[src/rtl/fpio_fifo_wr_arb.sv]
// rtl/fpio_fifo_wr_arb.sv - round-robin burst arbiter sharing one fpio FIFO write port
module fpio_fifo_wr_arb #(
  parameter int N_REQ      = 4,
  parameter int FIFO_BITS  = 4,
  parameter int DATA_WIDTH = 32,
  parameter int MAX_BURST  = 8,
  localparam int LEN_W     = $clog2(MAX_BURST + 1)
) (
  input  logic                        clock,
  input  logic                        reset_n,
  input  logic [N_REQ-1:0]            req,
  input  logic [N_REQ*LEN_W-1:0]      req_len,
  input  logic [N_REQ*DATA_WIDTH-1:0] req_data,
  input  logic [N_REQ-1:0]            req_data_en,
  output logic [N_REQ-1:0]            gnt,
  output logic [N_REQ-1:0]            req_data_ack,
  output logic [N_REQ-1:0]            req_done,
  input  logic [FIFO_BITS-1:0]        fifo_avail,
  output logic [DATA_WIDTH-1:0]       fifo_data,
  output logic                        fifo_data_en,
  input  logic                        fifo_data_ack
);

  localparam int IDX_W = $clog2(N_REQ);
  localparam int CMP_W = (LEN_W > FIFO_BITS) ? LEN_W : FIFO_BITS;

  typedef enum logic {IDLE, BURST} state_t;

  state_t             state_q, state_d;
  logic [IDX_W-1:0]   owner_q, owner_d;
  logic [IDX_W-1:0]   rr_q, rr_d;
  logic [LEN_W-1:0]   len_q, len_d;
  logic [LEN_W-1:0]   cnt_q, cnt_d;
  logic [N_REQ-1:0]   gnt_q, gnt_d;
  logic [N_REQ-1:0]   done_q, done_d;

  logic [N_REQ-1:0]   elig;
  logic [LEN_W-1:0]   len_i;
  logic               found;
  logic [IDX_W-1:0]   win;
  logic               xfer;

  assign gnt      = gnt_q;
  assign req_done = done_q;

  // A requester is eligible only if its whole burst is legal and fits in the FIFO right now
  always_comb begin
    elig  = '0;
    len_i = '0;
    for (int i = 0; i < N_REQ; i++) begin
      len_i   = req_len[i*LEN_W +: LEN_W];
      elig[i] = req[i] && (len_i != '0) && (len_i <= LEN_W'(MAX_BURST)) &&
                (CMP_W'(len_i) <= CMP_W'(fifo_avail));
    end
  end

  // Pick the first eligible requester at or after the round-robin pointer, wrapping
  always_comb begin
    found = 1'b0;
    win   = '0;
    for (int k = 0; k < N_REQ; k++) begin
      if (!found && elig[(int'(rr_q) + k) % N_REQ]) begin
        found = 1'b1;
        win   = IDX_W'((int'(rr_q) + k) % N_REQ);
      end
    end
  end

  // Owner's stream goes to the FIFO; nothing is driven in IDLE or while reset is held
  always_comb begin
    fifo_data    = '0;
    fifo_data_en = 1'b0;
    req_data_ack = '0;
    if (reset_n && (state_q == BURST)) begin
      fifo_data             = req_data[owner_q*DATA_WIDTH +: DATA_WIDTH];
      fifo_data_en          = req_data_en[owner_q];
      req_data_ack[owner_q] = fifo_data_ack && req_data_en[owner_q];
    end
  end

  assign xfer = fifo_data_en && fifo_data_ack;

  // Next-state: capture a winner in IDLE, count beats in BURST, release after the last beat
  always_comb begin
    state_d = state_q;
    owner_d = owner_q;
    rr_d    = rr_q;
    len_d   = len_q;
    cnt_d   = cnt_q;
    gnt_d   = gnt_q;
    done_d  = '0;
    case (state_q)
      IDLE: begin
        if (found) begin
          state_d    = BURST;
          owner_d    = win;
          len_d      = req_len[win*LEN_W +: LEN_W];
          cnt_d      = '0;
          gnt_d      = '0;
          gnt_d[win] = 1'b1;
        end
      end
      BURST: begin
        if (xfer) begin
          if ((cnt_q + 1'b1) == len_q) begin
            state_d         = IDLE;
            gnt_d           = '0;
            cnt_d           = '0;
            done_d[owner_q] = 1'b1;
            rr_d            = (owner_q == IDX_W'(N_REQ - 1)) ? '0 : IDX_W'(owner_q + 1'b1);
          end else begin
            cnt_d = cnt_q + 1'b1;
          end
        end
      end
      default: state_d = IDLE;
    endcase
  end

  // State register; reset drops any burst in flight without a done pulse
  always_ff @(posedge clock or negedge reset_n) begin
    if (!reset_n) begin
      state_q <= IDLE;
      owner_q <= '0;
      rr_q    <= '0;
      len_q   <= '0;
      cnt_q   <= '0;
      gnt_q   <= '0;
      done_q  <= '0;
    end else begin
      state_q <= state_d;
      owner_q <= owner_d;
      rr_q    <= rr_d;
      len_q   <= len_d;
      cnt_q   <= cnt_d;
      gnt_q   <= gnt_d;
      done_q  <= done_d;
    end
  end

endmodule

[config.mk]
export PLATFORM = sky130hd
export DESIGN_NAME = fpio_fifo_wr_arb
export DESIGN_NICKNAME = d
export VERILOG_FILES = /design/src/rtl/fpio_fifo_wr_arb.sv
export SDC_FILE = /design/constraint.sdc
export NUM_CORES = 1
export LEC_CHECK = 0
export BUFFER_PORTS_ARGS = -buffer_cell sky130_fd_sc_hd__buf_2
export CAP_MARGIN = 20
export CORE_ASPECT_RATIO = 2
export CORE_UTILIZATION = 42
export CTS_BUF_LIST = sky130_fd_sc_hd__clkbuf_4 sky130_fd_sc_hd__clkbuf_8
export DETAILED_ROUTE_END_ITERATION = 8
export PLACE_DENSITY = 0.83
export SYNTH_ARGS = -nofsm -noshare
export SYNTH_HDL_FRONTEND = slang
export SYNTH_SLANG_ARGS = --single-unit
[constraint.sdc]
create_clock -name clock -period 2.9 [get_ports clock]
set_input_delay 0.435 -clock clock [delete_from_list [all_inputs] [get_ports clock]]
set_output_delay 0.435 -clock clock [all_outputs]
set_load 0.01 [all_outputs]
# [After elaboration in Yosys (flattened, before gate mapping)]
# Index checks and enable logic that the tools add are counted.
[word_totals] reg_bits=21 in_bits=159 out_inout_bits=45 elab_cells=118
[op_classes] add_sub_neg=5 magnitude_cmp=16 n_eq_ne=5 n_shift=2 n_mux=44 n_bitwise=5 n_reduce_logical=34
[ops] op="indexed part select 128 x 8 -> 32 bit" n=1
[ops] op="2-to-1 mux 4 bit" n=10
[ops] op="2-to-1 mux 32 bit" n=1
[ops] op="logical AND 1 bit" n=20
[ops] op="2-to-1 mux 1 bit" n=18
[ops] op="<= comparator 4 bit" n=4
[ops] op="<= comparator 4 bit (second input constant)" n=4
[ops] op="one-hot mux 4 bit (2 select lines)" n=2
[ops] op="nonzero test 4 bit" n=4
[ops] op="indexed part select 16 x 5 -> 4 bit" n=1
[ops] op="< comparator 3 x 4 -> 1 bit (second input constant)" n=3
[ops] op="binary-select mux 1 bit (select 2 bit)" n=5
[ops] op="2-to-1 mux 2 bit" n=5
[ops] op="< comparator 2 x 3 -> 1 bit (second input constant)" n=3
[ops] op="AND reduction 3 bit" n=2
[ops] op="OR reduction 2 bit" n=3
[ops] op="adder 2 x 1 -> 2 bit (second input constant)" n=2
[ops] op="adder 2 bit (second input constant)" n=2
[ops] op="adder 4 x 1 -> 4 bit (second input constant)" n=1
[ops] op="AND 4 bit" n=1
[ops] op="demux 1 bit (select 2 bit)" n=2
[ops] op="== test 4 bit" n=1
[ops] op=">= comparator 2 x 1 -> 1 bit (second input constant)" n=2
[ops] op="!= test 2 x 1 -> 1 bit (second input constant)" n=2
[ops] op="other kinds (7)" n=12

# [Depth between registers and ports, before layout]
[logic_depth] ltp_word=22 mapped_depth=11 depth_no_buf=10

# [Worst setup path after synthesis]
# No wires, ideal clock.
[synth_timing] kind="in2reg" startpoint="in fifo_avail[1]" endpoint="reg len_q[0]" setup_time_ps=139 t_arrival_ps=2172 required_time_ps=2761 slack_ps=589 cell_stages=11 n_path_buf=1 cell_sequence="inv_1 -> ha_1 -> nor2b_1 -> o211ai_2 -> a21oi_1 -> nand3b_4 -> o21bai_1 -> a211oi_2 -> buf_4 -> mux2i_1 -> o221ai_1"
[synth_between] elab_chain_cells=15 word_cells_on_any_way=35 cone_classes="order compare (4); shift (1); mux (19); reduce/logical (11)"
[synth_rtl] item="start, declared" line="18" source="input logic [FIFO_BITS-1:0] fifo_avail,"
[synth_rtl] item="<= comparator 4 bit" line="53" source="(CMP_W'(len_i) <= CMP_W'(fifo_avail));"
[synth_rtl] item="logical AND 1 bit" line="52" source="elig[i] = req[i] && (len_i != '0) && (len_i <= LEN_W'(MAX_BURST)) &&"
[synth_rtl] item="binary-select mux 1 bit (select 2 bit)" line="62" source="if (!found && elig[(int'(rr_q) + k) % N_REQ]) begin"
[synth_rtl] item="2-to-1 mux 1 bit (implied by the code)" line="62"
[synth_rtl] item="2-to-1 mux 1 bit" line="62"
[synth_rtl] item="zero test 1 bit" line="62"
[synth_rtl] item="logical AND 1 bit" line="62"
[synth_rtl] item="2-to-1 mux 1 bit" line="62"
[synth_rtl] item="zero test 1 bit" line="62"
[synth_rtl] item="logical AND 1 bit" line="62"
[synth_rtl] item="2-to-1 mux 1 bit" line="62"
[synth_rtl] item="zero test 1 bit" line="62"
[synth_rtl] item="logical AND 1 bit" line="62"
[synth_rtl] item="2-to-1 mux 2 bit / 2-to-1 mux 1 bit (equally long branches)" line="62"
[synth_rtl] item="indexed part select 16 x 5 -> 4 bit / AND reduction 2 bit (equally long branches)"
[synth_rtl] item="end signal, assigned" line="134" source="len_q <= len_d;"
[synth_rtl] item="end, declared" line="32" source="logic [LEN_W-1:0] len_q, len_d;"
# Parallel ways exist; a longest one is shown, timed or not. The select of a mux whose other input is x is not followed.
# A chain may end at the register's enable or synchronous reset.

# [Worst setup path after layout]
[layout_timing] startpoint="reg owner_q[0]" endpoint="out fifo_data[8]"
[layout_between] elab_chain_cells=2
[layout_rtl] item="start, declared" line="30" source="logic [IDX_W-1:0] owner_q, owner_d;"
[layout_rtl] item="start signal, assigned" line="132" source="owner_q <= owner_d;"
[layout_rtl] item="indexed part select 128 x 8 -> 32 bit" line="75" source="fifo_data = req_data[owner_q*DATA_WIDTH +: DATA_WIDTH];"
[layout_rtl] item="2-to-1 mux 32 bit" line="74" source="if (reset_n && (state_q == BURST)) begin"
[layout_rtl] item="end, declared" line="19" source="output logic [DATA_WIDTH-1:0] fifo_data,"
# No other way between the ends.

==> qor.csv <==
metric,value,unit
run status,"complete, no violations",
synth top area cells,"mux4_2, dfrtp_1, and3_1",
count of pins over their slew limit,0,
IO buf count,203,
Clock Latency Late Sink,0.26,ns
Netlist cell types,48,
antenna violations before repair,3,
WL final,10030,um
Die Area,0.006819,mm^2
CTS tree,yes,
R2R Setup Slk,0.69,ns
RSZ-0062 raised after global routing,false,
crit-path max FO,24,
Cell Rows,41,
CTS H-tree lvls,1,
Finish-stage setup viols,0,
Post-synth EDFFs,0,
number of cells after detailed placement,533,
DP HPWL,8530,um
CTS Sinks,21,
register area share after synthesis,0.1933,
area delta synth->final,41.79,%
Worst VDD drop,0.0003151,V
Final Hold Vio Count,0,
Initial Utilization,0.4344,
DR WL/cell,18.57,um
max_cap viols,0,
DRC errors left,0,
first-pass GRT wire length,14840,um
Die Ht,115.8,um
Pleak,2.082,nW
cts bufs inserted,3,
Main synth FF type,dfrtp_1,
storage element area,526.8,um^2
synthesized cell area,0.002719,mm^2
clock root buffer,clkbuf_8,
initial drt markers,148,
Nets,632,
synth cell count leaders,"and3_1, mux4_2, dfrtp_1, ha_1, nand2_1",
Multi-input gate area,0.002047,mm^2
yosys warns,0,
Antenna Nets Post-Route,0,
asr flop ratio synth,1.000,
cell taking the most area after synthesis,mux4_2,
# IOs,204,
kind of critical path,flop to output port,
reg2reg start,owner_q[0],
Yosys reg bits,21,
Cells after Synth,259,
power after layout,0.002417,W
die width,58.89,um
GRT Util Overall,0.2919,
CP required,2.47,ns
post-cts sizing count,0,
# Post-CTS Setup Buffers,0,
last weighted congestion value of the routability-driven placer,0.9773,
largest net degree at the start of global routing,54,
"Remaining Overflow, GRT",0,
Yosys top cell area share,0.2734,
TNS Setup,0,ns
relative slew slack,0.6537,
fin crit share,0.8632,
layout cell share with drive strength beyond 1,0.5698,
most frequent cell after synthesis,and3_1,
Crit. End Element,output port,
Least-Margin Pin Slew,0.5195,ns
first drt pass iteration count,6,
power density over the cells,627.0,mW/mm^2
Worst Clk Skew,0.005734,ns
Vias,3045,
fillers,567,
Avg Synthesized Cell Area,10.50,um^2
WP data arrival,2.07,ns
Layout Cells excl Fill,540,
worst hold slack,0.2983,ns
core area,0.006259,mm^2
Startpoint Class,flop,
Mapped Nets,439,
Worst Hold Class,input pin to asynchronous set/reset pin,
Post-CTS Hold Fix Bufs,0,
Vias per Instance,5.639,
Longest Clk Path Bufs,2,
crit path time final,2.503,ns
max frequency,399.5,MHz
R2R cell count,5,
Crit Reg-Reg Endpoint,rr_q[1],
Clock transition at path regs,0.08,ns
vias in the first global route,3003,
-- state kept, by name, indices dropped and copies added, names as in the netlist --
register / cells
owner_q: 2
len_q: 4
gnt: 4
rr_q: 2
req_done: 4
state_q: 1
cnt_q: 4
-- placed cells by master, fill, tap and decap left out, types with 2 or more instances in the layout --
master,Yosys,routed
a21oi_1,8,8
and3_1,42,42
and4_1,3,3
buf_12,0,2
buf_2,3,203
buf_4,1,3
clkbuf_8,0,3
dfrtp_1,21,20
diode_2,0,3
ha_1,21,21
inv_1,11,11
mux2i_1,8,8
mux4_2,33,33
nand2_1,20,20
nand2b_1,2,2
nand3_1,8,8
nor2_1,4,4
nor2b_1,4,4
nor3_1,2,2
nor3_2,2,2
o211ai_1,2,2
o211ai_2,2,2
o21ai_0,2,2
o21ai_1,4,4
o21bai_1,2,2
o221ai_1,4,4
o22ai_1,2,2
o2bb2ai_1,2,2
o31ai_1,2,2
xnor2_1,6,6
xor2_1,4,4
-- routing by layer --
layer  global-route usage  wire length (um)  share of wire  vias to the layer above
met5                    0                13         0.0013                        -
met4               0.1063               328          0.033                        2
met3              0.09598              1023           0.10                       28
met2               0.5288              5301           0.53                      187
met1               0.3038              3358           0.33                     1433
li1                     -                 -              -                     1395
-- kinds of logic (layout without fill, tap and decap cells) --
kind of cell	after synthesis	in the layout	share of synthesized area
other cells	0	3	0
flops	21	21	0.1933
xor+xnor	10	10	0.03221
simple gates	98	98	0.2195
buf+inv	31	223	0.05384
fa+ha+maj	21	21	0.09664
mux	42	42	0.3083
compound gates	36	36	0.09618
-- critical path, stage by stage (launching register included) --
cell	delay (ns)
dfrtp_2	0.65
buf_12	0.28
mux4_2	0.55
and3_1	0.19
buf_2	0.13
-- through the flow --
step / setup WS (ns) / util / instance area [um^2]
3_3_place_gp: 0.1996 / 0.6074 / 3801
4_1_cts: 0.3771 / 0.6148 / 3847
6_report: 0.3968 / 0.6160 / 3855
3_5_place_dp: 0.1647 / 0.6074 / 3801
2_1_floorplan: 0.5888 / - / 2719
5_1_grt: 0.2159 / 0.6152 / 3850
-- power by group --
| group | switching, W | internal [W] | total [W] |
|---|---|---|---|
| clock | 0.0000949 | 0.0000957 | 0.000191 |
| combinational | 0.000763 | 0.000899 | 0.00166 |
| sequential | 0.000163 | 0.000401 | 0.000564 |
-- area by class of cell --
| class | instances | area share |
|---|---|---|
| multi-input combinational | 207 | 0.5310 |
| timing repair buffer | 208 | 0.2798 |
| inverter | 11 | 0.01071 |
| antenna | 3 | 0.001947 |
| clock inverter | 1 | 0.001298 |
| sequential | 21 | 0.1366 |
| clock buffer | 3 | 0.01071 |
| tap | 86 | 0.02791 |
-- worst max-delay path by stage --
| stage | from | to | slack [ns] |
|---|---|---|---|
| after detailed placement | fifo_avail[1] | len_q[0] | 0.16 |
| after global placement | fifo_avail[1] | len_q[0] | 0.20 |
| after global routing | fifo_avail[1] | len_q[2] | 0.22 |
| final | owner_q[0] | fifo_data[8] | 0.40 |
| after floorplan | fifo_avail[1] | len_q[0] | 0.59 |
| after CTS | owner_q[0] | fifo_data[8] | 0.38 |
(Power assumes the default switching activity.)
